## src/rtl/b2tt_trigger_fanout_if.sv

```systemverilog
// Bus bundle between the b2tt receiver side and the trigger fan-out block.
// The receiver/controller side uses the master modport; the fan-out uses slave.
interface b2tt_trigger_fanout_if #(
  parameter int CHANNELS       = 4,
  parameter int DELAY_WIDTH    = 8,
  parameter int PULSE_WIDTH    = 4,
  parameter int PRESCALE_WIDTH = 8,
  parameter int COUNT_WIDTH    = 16
);
  logic                               trg;
  logic                               frame9;
  logic [CHANNELS-1:0]                enable;
  logic [CHANNELS*DELAY_WIDTH-1:0]    delay;
  logic [CHANNELS*PULSE_WIDTH-1:0]    width;
  logic [CHANNELS*PRESCALE_WIDTH-1:0] prescale;
  logic                               clear;
  logic [CHANNELS-1:0]                pulse_out;
  logic [CHANNELS-1:0]                busy;
  logic [CHANNELS-1:0]                missed;
  logic [COUNT_WIDTH-1:0]             trigger_count;

  modport master (
    output trg, frame9, enable, delay, width, prescale, clear,
    input  pulse_out, busy, missed, trigger_count
  );

  modport slave (
    input  trg, frame9, enable, delay, width, prescale, clear,
    output pulse_out, busy, missed, trigger_count
  );
endinterface

```

## src/rtl/b2tt_trigger_fanout.sv

```systemverilog
// Trigger fan-out for the b2tt receiver: CHANNELS independent outputs, each
// with its own prescaler, delay and pulse width, plus a sticky missed-trigger
// flag per channel and a wrapping accepted-trigger counter.
// Optional feature macro: B2TT_TRIGGER_FANOUT_FRAME_SYNC_EN -- when defined,
// frame9 re-phases every prescale counter to 0 so prescaled outputs lock to
// the revolution marker.
module b2tt_trigger_fanout #(
  parameter int CHANNELS       = 4,
  parameter int DELAY_WIDTH    = 8,
  parameter int PULSE_WIDTH    = 4,
  parameter int PRESCALE_WIDTH = 8,
  parameter int COUNT_WIDTH    = 16
) (
  input logic                 clock,
  input logic                 reset_n,
  b2tt_trigger_fanout_if.slave bus
);

  typedef enum logic [1:0] {
    IDLE  = 2'd0,
    DELAY = 2'd1,
    PULSE = 2'd2
  } state_t;

  logic [CHANNELS-1:0]    missed_set;
  logic [CHANNELS-1:0]    missed_q;
  logic [COUNT_WIDTH-1:0] count_q;

`ifndef B2TT_TRIGGER_FANOUT_FRAME_SYNC_EN
  logic unused_frame9;
  assign unused_frame9 = bus.frame9;
`endif

  for (genvar c = 0; c < CHANNELS; c++) begin : g_ch
    state_t                    state_q, state_d;
    logic [DELAY_WIDTH-1:0]    dcnt_q, dcnt_d;
    logic [PULSE_WIDTH-1:0]    wcnt_q, wcnt_d;
    logic [PRESCALE_WIDTH-1:0] pcnt_q, pcnt_d, pcnt_cur;
    logic [DELAY_WIDTH-1:0]    delay_c;
    logic [PULSE_WIDTH-1:0]    width_c;
    logic [PRESCALE_WIDTH-1:0] prescale_c;
    logic                      selected;
    logic                      miss_c;

    assign delay_c    = bus.delay[c*DELAY_WIDTH +: DELAY_WIDTH];
    assign width_c    = bus.width[c*PULSE_WIDTH +: PULSE_WIDTH];
    assign prescale_c = bus.prescale[c*PRESCALE_WIDTH +: PRESCALE_WIDTH];

    // Prescale phase seen by this cycle's trigger, after optional frame alignment
    always_comb begin
`ifdef B2TT_TRIGGER_FANOUT_FRAME_SYNC_EN
      pcnt_cur = bus.frame9 ? '0 : pcnt_q;
`else
      pcnt_cur = pcnt_q;
`endif
    end

    assign selected = bus.enable[c] && bus.trg && (pcnt_cur == '0);

    // Next state, countdown loads and prescale advance for this channel
    always_comb begin
      // NOTE: every output of this block gets a default first so that no
      // path through the case statement leaves a variable unassigned, which
      // would otherwise infer a latch.
      state_d = state_q;
      dcnt_d  = dcnt_q;
      wcnt_d  = wcnt_q;
      pcnt_d  = pcnt_cur;
      miss_c  = 1'b0;

      if (!bus.enable[c]) begin
        state_d = IDLE;
        pcnt_d  = '0;
      end else begin
        // The prescaler advances on every trigger, busy or not.
        if (bus.trg) begin
          pcnt_d = (pcnt_cur == prescale_c) ? '0 : pcnt_cur + PRESCALE_WIDTH'(1);
        end

        unique case (state_q)
          IDLE: begin
            if (selected) begin
              // Width and delay are captured here; later edits to the inputs
              // do not disturb a sequence already running.
              wcnt_d = (width_c == '0) ? '0 : width_c - PULSE_WIDTH'(1);
              if (delay_c == '0) begin
                state_d = PULSE;
              end else begin
                state_d = DELAY;
                dcnt_d  = delay_c - DELAY_WIDTH'(1);
              end
            end
          end
          DELAY: begin
            miss_c = selected;
            if (dcnt_q == '0) state_d = PULSE;
            else              dcnt_d  = dcnt_q - DELAY_WIDTH'(1);
          end
          PULSE: begin
            miss_c = selected;
            if (wcnt_q == '0) state_d = IDLE;
            else              wcnt_d  = wcnt_q - PULSE_WIDTH'(1);
          end
          default: state_d = IDLE;
        endcase
      end
    end

    // Channel state and counters; reset aborts a running pulse at once
    always_ff @(posedge clock or negedge reset_n) begin
      if (!reset_n) begin
        state_q <= IDLE;
        dcnt_q  <= '0;
        wcnt_q  <= '0;
        pcnt_q  <= '0;
      end else begin
        // NOTE: sequential state is written with non-blocking assignments so
        // every flop samples the pre-edge values of the others.
        state_q <= state_d;
        dcnt_q  <= dcnt_d;
        wcnt_q  <= wcnt_d;
        pcnt_q  <= pcnt_d;
      end
    end

    assign bus.pulse_out[c] = (state_q == PULSE);
    assign bus.busy[c]      = (state_q != IDLE);
    assign missed_set[c]    = miss_c;
  end

  // Sticky missed flags and trigger counter; a coincident set beats clear
  always_ff @(posedge clock or negedge reset_n) begin
    if (!reset_n) begin
      missed_q <= '0;
      count_q  <= '0;
    end else begin
      missed_q <= (bus.clear ? '0 : missed_q) | missed_set;
      if (bus.clear)    count_q <= bus.trg ? COUNT_WIDTH'(1) : '0;
      else if (bus.trg) count_q <= count_q + COUNT_WIDTH'(1);
    end
  end

  assign bus.missed        = missed_q;
  assign bus.trigger_count = count_q;

endmodule
```

## src/flat_wrapper.sv

```systemverilog
// flat-port wrapper written by rule: the top's interface ports become plain ports
module b2tt_trigger_fanout_flat 
#(
  parameter int CHANNELS       = 4,
  parameter int DELAY_WIDTH    = 8,
  parameter int PULSE_WIDTH    = 4,
  parameter int PRESCALE_WIDTH = 8,
  parameter int COUNT_WIDTH    = 16
)
  (clock, reset_n, bus_trg, bus_frame9, bus_enable, bus_delay, bus_width, bus_prescale, bus_clear, bus_pulse_out, bus_busy, bus_missed, bus_trigger_count);
  b2tt_trigger_fanout_if #(.CHANNELS(CHANNELS), .DELAY_WIDTH(DELAY_WIDTH), .PULSE_WIDTH(PULSE_WIDTH), .PRESCALE_WIDTH(PRESCALE_WIDTH), .COUNT_WIDTH(COUNT_WIDTH)) bus_i ();
  input logic clock;
  input logic reset_n;
  input wire logic [$bits(bus_i.trg)-1:0] bus_trg;
  input wire logic [$bits(bus_i.frame9)-1:0] bus_frame9;
  input wire logic [$bits(bus_i.enable)-1:0] bus_enable;
  input wire logic [$bits(bus_i.delay)-1:0] bus_delay;
  input wire logic [$bits(bus_i.width)-1:0] bus_width;
  input wire logic [$bits(bus_i.prescale)-1:0] bus_prescale;
  input wire logic [$bits(bus_i.clear)-1:0] bus_clear;
  output wire logic [$bits(bus_i.pulse_out)-1:0] bus_pulse_out;
  output wire logic [$bits(bus_i.busy)-1:0] bus_busy;
  output wire logic [$bits(bus_i.missed)-1:0] bus_missed;
  output wire logic [$bits(bus_i.trigger_count)-1:0] bus_trigger_count;
  assign bus_i.trg = bus_trg;
  assign bus_i.frame9 = bus_frame9;
  assign bus_i.enable = bus_enable;
  assign bus_i.delay = bus_delay;
  assign bus_i.width = bus_width;
  assign bus_i.prescale = bus_prescale;
  assign bus_i.clear = bus_clear;
  assign bus_pulse_out = bus_i.pulse_out;
  assign bus_busy = bus_i.busy;
  assign bus_missed = bus_i.missed;
  assign bus_trigger_count = bus_i.trigger_count;
  b2tt_trigger_fanout #(.CHANNELS(CHANNELS), .DELAY_WIDTH(DELAY_WIDTH), .PULSE_WIDTH(PULSE_WIDTH), .PRESCALE_WIDTH(PRESCALE_WIDTH), .COUNT_WIDTH(COUNT_WIDTH)) u_core (.clock(clock), .reset_n(reset_n), .bus(bus_i));
endmodule
```

## config.mk

```make
export PLATFORM = sky130hd
export DESIGN_NAME = b2tt_trigger_fanout_flat
export DESIGN_NICKNAME = d
export VERILOG_FILES = /design/src/rtl/b2tt_trigger_fanout_if.sv /design/src/rtl/b2tt_trigger_fanout.sv /design/src/flat_wrapper.sv
export SDC_FILE = /design/constraint.sdc
export NUM_CORES = 1
export LEC_CHECK = 0
export BUFFER_PORTS_ARGS = -buffer_cell sky130_fd_sc_hd__buf_2
export CELL_PAD_IN_SITES_DETAIL_PLACEMENT = 2
export CELL_PAD_IN_SITES_GLOBAL_PLACEMENT = 2
export CORE_MARGIN = 4
export CORE_UTILIZATION = 38
export CTS_CLUSTER_DIAMETER = 120
export DETAILED_ROUTE_END_ITERATION = 7
export PLACE_DENSITY = 0.92
export SYNTH_ARGS = -nofsm -noshare
export SYNTH_HDL_FRONTEND = slang
export SYNTH_SLANG_ARGS = --single-unit
```

## constraint.sdc

```tcl
create_clock -name clock -period 5.6 [get_ports clock]
set_input_delay 0.84 -clock clock [delete_from_list [all_inputs] [get_ports clock]]
set_output_delay 0.84 -clock clock [all_outputs]
set_load 0.01 [all_outputs]
```

; ---- Word-level counts from Yosys, hierarchy flattened
; Index checks and enable logic that the tools add are counted.
[totals]
reg_bits = 108
input_bits = 89
out_inout_bits = 28
elab_cells = 225
[op_classes]
n_addsub = 21
n_eq_ne = 44
n_mux = 80
n_bitwise = 1
reduce_logical = 61
[ops]
columns = cell, count
row1 = $mux 8, 24
row2 = $logic_not 8->1, 12
row3 = $pmux 8 s2, 4
row4 = $sub 8x1->8 const B, 8
row5 = $mux 4, 13
row6 = $mux 2, 20
row7 = $ne 3x2->1 const B, 12
row8 = $add 8x1->8 const B, 4
row9 = $eq 8x8->1, 4
row10 = $logic_not 4->1, 8
row11 = $mux 16, 2
row12 = $ne 2x2->1 const B, 16
row13 = $pmux 4 s2, 4
row14 = $sub 4x1->4 const B, 8
row15 = $reduce_bool 2->1, 13
row16 = $pmux 2 s3, 4
row17 = $reduce_and 5->1, 4
row18 = $add 16x1->16 const B, 1
row19 = $reduce_and 4->1, 4
row20 = $reduce_and 3->1, 4
row21 = $mux 1, 9
row22 = $eq 2x1->1 const B, 4
row23 = $eq 2x2->1 const B, 4
row24 = $logic_and 1x1->1, 8
row25 = 4 further kinds, 13

; ---- Longest topological paths before layout
; Gate-level depths: netlist of run 1.
[logic_depth]
word_depth = 5
ltp_mapped = 12

; ---- Worst setup path after synthesis of run 1
; Ideal clock, no wire load.
[synth_timing]
path_type = register to register
startpoint = register u_core.g_ch[1].state_q[1]
endpoint = register u_core.g_ch[1].dcnt_q[6]
arrival_ns = 2.648
t_required_ns = 5.506
slack_ns = 2.858
path_stages_with_launch = 13
path_buffers = 3
synth_period_minus_slack_ns = 2.742
cell_sequence = dfrtp_1 inv_1 ha_1 clkbuf_1 clkbuf_1 buf_1 mux2i_1 ha_1 inv_1 o32ai_1 xor2_1 nor4_1 a211oi_1
[synth_via]
elab_chain_len = 3
elab_cells_between_ends = 8
[synth_lines]
columns = element, line_no
row1 = from (decl), b2tt_trigger_fanout.sv:35  ; state_t state_q, state_d;
row2 = from (signal assigned), b2tt_trigger_fanout.sv:119  ; state_q <= state_d;
row3 = $eq 2x1->1 / $logic_not 2->1 (equally long branches), b2tt_trigger_fanout.sv:80  ; unique case (state_q)
row4 = "$ne 2x2->1 (no source line), or another cell as far along", n/a
row5 = $reduce_and 5->1 (no source line), n/a
row6 = to (signal assigned), b2tt_trigger_fanout.sv:120  ; dcnt_q <= dcnt_d;
row7 = to (decl), b2tt_trigger_fanout.sv:36  ; logic [DELAY_WIDTH-1:0] dcnt_q, dcnt_d;
; Several ways; a longest one is shown, not always the timed one.
; A chain may end at the register's enable or synchronous reset.

; ---- Worst setup path in the final report of run 1
[layout_timing]
startpoint = register u_core.g_ch[0].state_q[1]
endpoint = register u_core.g_ch[0].dcnt_q[6]
[layout_via]
elab_chain_len = 3
elab_cells_between_ends = 8
[layout_lines]
columns = element, line_no
row1 = from (decl), b2tt_trigger_fanout.sv:35
row2 = from (signal assigned), b2tt_trigger_fanout.sv:119
row3 = $eq 2x1->1 / $logic_not 2->1 (equally long branches), b2tt_trigger_fanout.sv:80
row4 = "$ne 2x2->1 (no source line), or another cell as far along", n/a
row5 = $reduce_and 5->1 (no source line), n/a
row6 = to (signal assigned), b2tt_trigger_fanout.sv:120
row7 = to (decl), b2tt_trigger_fanout.sv:36
; Several ways; a longest one is shown, not always the timed one.

==> results.json, run 1 <==
{
  "synth_cell_types": 77,
  "drcViolationCount": 0,
  "syn-cell-area_um2": 7543,
  "ant_nets": 0,
  "yosysSeqAreaShare_pct": 35.83,
  "finalSetupTns_ns": 0,
  "io_pins": 117,
  "crit_fanout": 21,
  "synthSimpleGateAreaFrac_pct": 23.30,
  "area_growth_pct": 14.63,
  "final_max_slew_viol_count": 0,
  "die_area_um2": 22170,
  "die_w_um": 148.9,
  "vias": 7118,
  "worst_ep_required_time_ns": 5.87,
  "cts_hold_buf": 0,
  "synth_fp_nets": 978,
  "synth_fa_ha_area_share_pct": 4.810,
  "path_cells": "inv_1 -> ha_1 -> mux2i_1 -> ha_1 -> nor4b_1 -> a32o_1 -> nand2b_1 -> a31oi_1 -> a211oi_1",
  "layout-drive-gt1-share_pct": 16.39,
  "numCtsBuffers": 9,
  "layout_setup_ws_ns": 2.489,
  "ir_drop_v": 0.0001585,
  "worst_pin_slew_ns": 1.047,
  "synth_compound_area_share_pct": 20.25,
  "drt_pass1_iterations": 4,
  "crit_path_top_delay_cell": "ha_1",
  "first_global_vias": 7654,
  "wl_per_cell_um": 19.50,
  "maxSlewHeadroom_pct": 29.68,
  "cts_setup_buffers": 0,
  "final_cells": 1230,
  "fmax_ghz": 0.3214,
  "post_cts_resized": 0,
  "crit_buf_inv": 1,
  "fin_area_um2": 8647,
  "wl_mm": 23.98,
  "n_fill_cell": 2186,
  "finalNetCount": 1077,
  "synthTopCellsByArea": "dfrtp_1 36%, xor2_1 5.0%, ha_1 4.8%",
  "grt_usage_pct": 21.69,
  "critical_path_class": "reg -> reg",
  "hp-class": "reg -> reg",
  "place.gp.congestion": 0.8008,
  "p_per_area_nw_per_um2": 381.4,
  "synth-xor-area-share_pct": 8.127,
  "first_iter_violations": 260,
  "cts_sinks": 108,
  "start_util_pct": 38.76,
  "cp-start-kind": "register",
  "end_kind": "register",
  "cts.path.max_buffers": 2,
  "rsz0062_at_grt": "false",
  "slowest_delay_ns": 0.73,
  "place_hpwl_mm": 17.88,
  "async_flop_share_pct": 100.0,
  "antenna_found_initial": 1,
  "yosysTopAreaCell": "dfrtp_1",
  "ys.flop_type": "dfrtp_1",
  "synth_edf_count": 0,
  "cts_tree": "yes",
  "root_buffer": "clkbuf_16",
  "cpMostUsedCell": "ha_1",
  "synth_warnings": 0,
  "cap_violations": 0,
  "die_h_um": 148.9,
  "finClkSkew_ns": 0.01416,
  "most-common-layout-cells": "114 x buf_2, 108 x dfrtp_1, 64 x nor2_1",
  "rows": 51,
  "htree_levels": 3,
  "grt-ovfl-total": 0,
  "synth_top_family_by_area": "simple AND/OR/NAND/NOR gates",
  "portBuffers": 115,
  "p_leak_nw": 3.719,
  "core_um2": 19460,
  "post_synth.cell_area_avg_um2": 8.771,
  "arrival_ns": 3.38,
  "yosysTopAreaCellShare_pct": 35.83,
  "ys_seq_elements": 108,
  "grt_first_pass_wirelength_mm": 39.53,
  "vias_per_cell": 5.787,
  "layout_min_cycle_time_ns": 3.111,
  "pre_cts_ws_ns": 2.474,
  "grt_max_degree": 62,
  "dp.cells": 1213,
  "timing_hold_violations_final": 0,
  "setup_viol": 0,
  "netlist_instances": 860,
  "placed_cell_area_um2": 8348,
  "critPathTopFamily": "adder cells",
  "clk-insertion-delay-late_ns": 0.36,
  "synthMuxAreaShare_pct": 3.450,
  "r2r_slack_ns": 2.49,
  "fin_crit_sh_pct": 55.55,
  "outcome": "complete, no violations",
  "layout_commonest_cell": "buf_2",
  "clk_pin_slew_worst_paths_ns": 0.08
}
## layout make-up
cell class | instances | area [µm²] | area share, %
Multi-Input combinational cell | 669 | 4522 | 52.29
Sequential cell | 108 | 2703 | 31.25
Timing Repair Buffer | 116 | 585.6 | 6.772
Tap cell | 265 | 331.6 | 3.834
Clock buffer | 12 | 266.5 | 3.082
Inverter | 55 | 206.4 | 2.387
Clock inverter | 4 | 30.03 | 0.3473
Antenna cell | 1 | 2.502 | 0.02894
## through the flow
step           util [%]  hold WS (ns)  power (mW)
2_1_floorplan         -        0.4598       2.180
3_3_place_gp      42.89        0.4839       2.530
3_5_place_dp      42.89        0.4958       2.645
4_1_cts           44.42        0.5123       3.335
5_1_grt           44.43        0.5370       3.572
6_report          44.43        0.5137       3.298
## cells in the mapped netlist, types with 7 or more instances
cell	instances
xor2_1	43
clkbuf_1	24
o21ai_0	45
nand2_1	48
a31oi_1	22
o21a_1	7
mux2i_1	17
mux2_2	7
o211ai_1	7
a21oi_1	45
nor3_1	46
inv_1	54
a211oi_1	18
and3_1	19
nor4_1	16
nor3b_1	15
ha_1	29
nand4_1	14
nor2_1	64
nor4b_1	10
or3_1	13
nand2b_1	17
xnor2_1	27
nand3_1	28
dfrtp_1	108
## state kept, by name, summed over array words and instances, names as in the netlist
name and count:
u_core.g_ch.pcnt_cur 32, u_core.bus.missed 4, u_core.bus.trigger_count 16, u_core.g_ch.wcnt_q 16, u_core.g_ch.state_q 8, u_core.g_ch.dcnt_q 32
## report_power, final
part	internal (mW)	total (mW)	switching [mW]	leakage, nW
Sequential	0.991	1.24	0.245	1.37
Combinational	0.554	1.41	0.853	2.21
Clock	0.342	0.655	0.313	0.146
## per-layer routing
metal	GRT usage, %	share of wire (%)	vias to the layer above
met5	0	0	-
met4	4.805	1.0	0
met3	3.494	3.1	18
met2	39.71	52	111
met1	26.79	44	3620
li1	-	-	3369
## cell families after synthesis
family	Yosys count
adders and majority gates	29
and+or+nand+nor	325
muxes	25
DFF	108
xor gates and xnor gates	70
AOI/OAI and AO/OA	220
buffers and inverters	83
## worst paths after layout
| kind | cells past startpoint | startpoint | endpoint |
|---|---|---|---|
| max | 9 | u_core.g_ch[0].state_q[1] | u_core.g_ch[0].dcnt_q[6] |
| min | 1 | u_core.g_ch[3].wcnt_q[1] | u_core.g_ch[3].wcnt_q[1] |
| max reg2reg | 9 | u_core.g_ch[0].state_q[1] | u_core.g_ch[0].dcnt_q[6] |
| min reg2reg | 1 | u_core.g_ch[3].wcnt_q[1] | u_core.g_ch[3].wcnt_q[1] |
| max in group asynchronous | 2 | reset_n | u_core.bus.missed[3] |
| min in group asynchronous | 1 | reset_n | u_core.g_ch[3].dcnt_q[4] |
Note: power is estimated with default switching activity, not from simulation.
==> run 2: changes to the inputs <==
Settings changed: CORE_UTILIZATION 38 to 35, PLACE_DENSITY 0.92 to 0.86.
Clock period 5.6 ns to 2.9 ns, I/O delays scaled along.
==> results.json, run 2 (same netlist as run 1, synthesis figures left out) <==
{
  "outcome": "complete, no violations",
  "finalSetupTns_ns": 0,
  "final_max_slew_viol_count": 0,
  "hp-class": "in -> async",
  "grt-ovfl-total": 0,
  "wl_mm": 23.84,
  "timing_hold_violations_final": 0,
  "vias": 7216,
  "p_leak_nw": 3.839,
  "drcViolationCount": 0,
  "crit_buf_inv": 2,
  "root_buffer": "clkbuf_16",
  "cts_sinks": 108,
  "area_growth_pct": 17.37,
  "cts_setup_buffers": 0,
  "crit_fanout": 7,
  "numCtsBuffers": 9,
  "cts.path.max_buffers": 2,
  "die_w_um": 154.8,
  "r2r_slack_ns": 0.32,
  "setup_viol": 0,
  "path_cells": "inv_1 -> ha_1 -> or4b_1 -> or3_1 -> o21ai_4 -> buf_4 -> a21oi_1 -> a2111oi_2",
  "worstRegToRegCells": 8,
  "slowest_delay_ns": 0.51,
  "routed-wl-met2_mm": 12.10,
  "start_util_pct": 35.77,
  "cts_tree": "yes",
  "cp-start-kind": "register",
  "first_iter_violations": 249,
  "rsz0062_at_grt": "false",
  "reg2reg_from": "u_core.g_ch[1].pcnt_cur[0]",
  "routed.top_layer": "met4",
  "cts_hold_buf": 0,
  "critical_path_class": "reg -> reg",
  "final_cells": 1263,
  "num_antenna_cells": 0,
  "worst_ep_required_time_ns": 3.15,
  "end_kind": "register",
  "ant_nets": 0,
  "cp-startpoint": "u_core.g_ch[1].pcnt_cur[0]",
  "maxSlewHeadroom_pct": 32.50,
  "portBuffers": 115,
  "place_hpwl_mm": 18.32,
  "fmax_ghz": 0.3882,
  "grt_first_pass_wirelength_mm": 39.80,
  "most-common-layout-cells": "114 x buf_2, 108 x dfrtp_1, 64 x nor2_1",
  "critPathTopFamily": "simple AND/OR/NAND/NOR gates",
  "ir_drop_v": 0.0003172,
  "htree_levels": 3,
  "core_um2": 21090,
  "layout_min_cycle_time_ns": 2.576,
  "drt_pass1_iterations": 4,
  "crit_cells": 8,
  "dp.cells": 1248,
  "finalNetCount": 1102,
  "wl_per_cell_um": 18.87,
  "grt_max_degree": 48,
  "first_global_vias": 7753,
  "cap_violations": 0,
  "clk_pin_slew_worst_paths_ns": 0.08,
  "finClkSkew_ns": 0.01330,
  "place.gp.congestion": 0.7870,
  "layout-drive-gt1-share_pct": 18.32,
  "antenna_found_initial": 0,
  "grt_usage_pct": 20.07,
  "r2r-end": "u_core.g_ch[1].dcnt_q[2]",
  "die_h_um": 154.8,
  "crit_path_top_delay_cell": "or3_1",
  "wl_met3_um": 681,
  "crit_end": "u_core.g_ch[1].dcnt_q[2]",
  "worst_pin_slew_ns": 1.012,
  "p_per_area_nw_per_um2": 732.0,
  "io_pins": 117,
  "rows": 53,
  "arrival_ns": 2.82,
  "clk-insertion-delay-late_ns": 0.36,
  "die_area_um2": 23970,
  "post_cts_resized": 0,
  "layout_commonest_cell": "buf_2",
  "wl_met1_mm": 10.80,
  "fin_crit_sh_pct": 88.83,
  "vias_per_cell": 5.713
}
run 2: cell types whose count changed in the layout (fill, tap and decap cells not counted), sizes merged:
| cell | change |
|---|---|
| buf | +25 |
| inv | -2 |
| bufinv | +1 |
| clkbuf | -1 |
| clkinvlp | +1 |
| diode | -1 |
run 2: how the worst min path moves through the flow:
stage	from	endpoint	slack, ns	cells after the start
final	reset_n	u_core.g_ch[3].dcnt_q[5]	0.10	1
after CTS	reset_n	u_core.g_ch[3].dcnt_q[5]	0.13	1
after detailed placement	u_core.g_ch[0].dcnt_q[7]	u_core.g_ch[0].dcnt_q[7]	0.50	1
after floorplan	reset_n	u_core.bus.missed[0]	0.14	0
after global placement	u_core.g_ch[0].dcnt_q[7]	u_core.g_ch[0].dcnt_q[7]	0.48	1
after global routing	reset_n	u_core.g_ch[3].dcnt_q[5]	0.14	1
run 2: metal layers:
metal  track usage [%]  vias to the layer above
li1                  -                     3414
met1             25.75                     3677
met2             35.92                      105
met3             2.546                       20
met4             4.752                        0
met5                 0                        -
run 2: final cells by class:
type	count	area, µm²
clock buffer	11	242.7
fill	2414	12230
tap	275	344.1
sequential	108	2703
inverter	55	206.4
multi-input combinational	669	4522
timing repair buffer	141	785.8
clock inverter	4	50.05
run 2: worst reg2reg max path, delay by kind of cell, from the launching register on:
| kind | cells | cell delay (ns) |
|---|---|---|
| simple gates | 2 | 0.98 |
| compound gates | 3 | 0.64 |
| flops | 1 | 0.45 |
| buf+inv | 2 | 0.26 |
| fa+ha+maj | 1 | 0.13 |
run 2: power by group:
group / internal, mW / total (mW) / leakage (nW) / switching [mW]
registers: 1.91 / 2.38 / 1.37 / 0.468
logic: 1.17 / 2.80 / 2.34 / 1.63
clock network: 0.690 / 1.29 / 0.138 / 0.604
total: 3.77 / 6.48 / 3.84 / 2.71
run 2: per-stage QoR:
| stage | hold WS (ns) | total power, mW | utilization, % | worst slack (ns) | cell area, µm² |
|---|---|---|---|---|---|
| after CTS | 0.1252 | 6.561 | 41.98 | 0.3078 | 8853 |
| after floorplan | 0.1394 | 4.210 | - | 0.1577 | 7543 |
| after detailed placement | 0.4963 | 5.228 | 40.60 | 0.2977 | 8561 |
| final | 0.1006 | 6.481 | 41.98 | 0.3238 | 8853 |
| after global routing | 0.1387 | 7.032 | 41.98 | 0.1150 | 8853 |
| after global placement | 0.4810 | 5.039 | 40.60 | 0.3809 | 8561 |
==> run 3: changes to the inputs <==
Settings changed: ABC_AREA set to 1, CORE_MARGIN 4 to 2, CORE_UTILIZATION 35 to 32.
==> results.json, run 3 <==
{
  "synth_cell_types": 40,
  "drt_pass1_iterations": 4,
  "synth_most_common_cell": "nand2_1",
  "first_iter_violations": 208,
  "synth_fa_ha_area_share_pct": 4.417,
  "place.gp.congestion": 0.7658,
  "root_buffer": "clkbuf_16",
  "rsz0062_at_grt": "false",
  "timing_hold_violations_final": 0,
  "core_um2": 25180,
  "cp-start-kind": "register",
  "io_pins": 117,
  "synth_warnings": 0,
  "wl_per_cell_um": 14.90,
  "vias_per_cell": 4.816,
  "fin_area_um2": 9413,
  "clk_pin_slew_worst_paths_ns": 0.08,
  "maxSlewHeadroom_pct": 58.91,
  "ys_seq_elements": 108,
  "synthSimpleGateAreaFrac_pct": 34.75,
  "synthMuxAreaShare_pct": 0,
  "crit_fanout": 11,
  "die_w_um": 164.2,
  "post_cts_resized": 0,
  "regArea_um2": 2703,
  "netlist_instances": 1240,
  "synth_edf_count": 0,
  "htree_levels": 3,
  "layout-drive-gt1-share_pct": 12.56,
  "drcViolationCount": 0,
  "layout_setup_ws_ns": 0.7060,
  "post_synth.cell_area_avg_um2": 6.625,
  "hp-class": "in -> async",
  "arrival_ns": 2.43,
  "placed_cell_area_um2": 9106,
  "fin_crit_sh_pct": 75.65,
  "layout_commonest_cell": "nand2_1",
  "cts_setup_buffers": 0,
  "syn-cell-area_um2": 8215,
  "finalSetupTns_ns": 0,
  "rows": 58,
  "ant_nets": 0,
  "start_util_pct": 32.62,
  "yosysTopAreaCell": "dfrtp_1",
  "synthTopCellsByArea": "dfrtp_1 33%, nand2_1 19%, inv_1 9.1%",
  "ys.flop_type": "dfrtp_1",
  "multiInputGateArea_um2": 4594,
  "p_per_area_nw_per_um2": 759.2,
  "final_max_slew_viol_count": 0,
  "cts_sinks": 108,
  "die_area_um2": 26970,
  "fmax_ghz": 0.4558,
  "yosysTopAreaCellShare_pct": 32.90,
  "die_h_um": 164.2,
  "cts.path.max_buffers": 2,
  "grt-ovfl-total": 0,
  "place_hpwl_mm": 20.10,
  "layout_min_cycle_time_ns": 2.194,
  "p_leak_nw": 5.073,
  "most-common-layout-cells": "414 x nand2_1, 199 x inv_1, 114 x buf_2",
  "end_kind": "register",
  "grt_max_degree": 47,
  "worst_ep_required_time_ns": 3.14,
  "numCtsBuffers": 9,
  "outcome": "complete, no violations",
  "synth_compound_area_share_pct": 10.89,
  "synth_fp_nets": 1358,
  "n_fill_cell": 3154,
  "antenna_found_initial": 1,
  "yosys-top-cells-count": "414 x nand2_1, 199 x inv_1, 113 x nor2_1, 108 x dfrtp_1, 78 x o21ai_0",
  "async_flop_share_pct": 100.0,
  "worst_pin_slew_ns": 0.6141,
  "pre_cts_ws_ns": 0.7010,
  "cts_tree": "yes",
  "portBuffers": 115,
  "clk-insertion-delay-late_ns": 0.35,
  "critical_path_class": "reg -> reg",
  "area_growth_pct": 14.58,
  "synth-xor-area-share_pct": 5.864,
  "vias": 8115,
  "first_global_vias": 8821,
  "wl_mm": 25.11,
  "ir_drop_v": 0.0003463,
  "grt_first_pass_wirelength_mm": 42.26,
  "setup_viol": 0,
  "cts_hold_buf": 0,
  "finClkSkew_ns": 0.01048,
  "yosysSeqAreaShare_pct": 32.90,
  "finalNetCount": 1467,
  "grt_usage_pct": 19.32,
  "cap_violations": 0,
  "synth_top_family_by_area": "simple AND/OR/NAND/NOR gates"
}
[run 3: changes by cell type after synthesis, sizes merged, moves of 33 or more]
| cell | before | now |
|---|---|---|
| nand2 | 48 | 427 |
| nand3 | 28 | 76 |
| nor2 | 64 | 124 |
| inv | 54 | 203 |
| o21bai | 2 | 35 |
| o21ai | 47 | 85 |
[run 3: layout make-up]
cell class              instances  share of cell area, %
inverters                     206                  8.241
clock buffers                  12                  2.725
multi-input cells             905                  48.81
clock inverters                 4                 0.5051
diodes                          1                0.02659
flip-flops and latches        108                  28.71
well taps                     330                  4.387
repair buffers                119                  6.593
[run 3: cells by family (layout without fill, tap and decap cells)]
family / Yosys count / in the layout
AO/OA/AOI/OAI: 155 / 155
flip-flops: 108 / 108
other: 0 / 1
adder cells (fa/ha/maj): 29 / 29
buffers and inverters: 227 / 341
XOR/XNOR: 55 / 55
AND/OR/NAND/NOR: 666 / 666
[run 3: worst paths after layout]
kind | start | end | slack [ns] | depth (start not counted)
worst max-delay path | u_core.g_ch[3].state_q[1] | u_core.g_ch[3].dcnt_q[4] | 0.71 | 11
worst min-delay path | reset_n | u_core.g_ch[2].wcnt_q[0] | 0.06 | 1
worst max register to register | u_core.g_ch[3].state_q[1] | u_core.g_ch[3].dcnt_q[4] | 0.71 | 11
worst min register to register | u_core.g_ch[2].wcnt_q[0] | u_core.g_ch[2].wcnt_q[0] | 0.50 | 2
max in group asynchronous | reset_n | u_core.g_ch[3].dcnt_q[7] | 2.01 | 2
min in group clock | bus_clear | u_core.bus.trigger_count[2] | 0.30 | 2
[run 3: critical path, cell delays in order, from the launching register on]
cell,delay (ns)
dfrtp_1,0.41
inv_1,0.09
ha_1,0.38
inv_2,0.16
o21ai_0,0.32
inv_1,0.12
ha_1,0.23
inv_1,0.09
nor2_1,0.06
xnor2_1,0.12
nand2_1,0.06
nand2_1,0.04
[run 3: routing by layer]
layer  track usage [%]  vias to the layer above  share of wire, %
met2             37.43                       80                52
met4             3.628                        0              0.66
li1                  -                     4051                 -
met3             2.348                        9               2.7
met1             22.71                     3975                44
met5                 0                        -                 0
[run 3: power breakdown]
group / switching [mW] / internal (mW) / leakage [nW]
logic: 2.41 / 1.25 / 3.51
clock network: 0.585 / 0.717 / 0.149
registers: 0.277 / 1.91 / 1.42
total: 3.27 / 3.88 / 5.07
[run 3: stage by stage]
step | util, % | hold slack [ns] | power [mW] | instances
2_1_floorplan | - | 0.1394 | 4.864 | 1240
3_3_place_gp | 36.16 | 0.4684 | 5.672 | 1668
3_5_place_dp | 36.16 | 0.4805 | 5.937 | 1668
4_1_cts | 37.37 | 0.08872 | 7.304 | 1684
5_1_grt | 37.37 | 0.1004 | 7.912 | 1684
6_report | 37.38 | 0.06064 | 7.146 | 1685
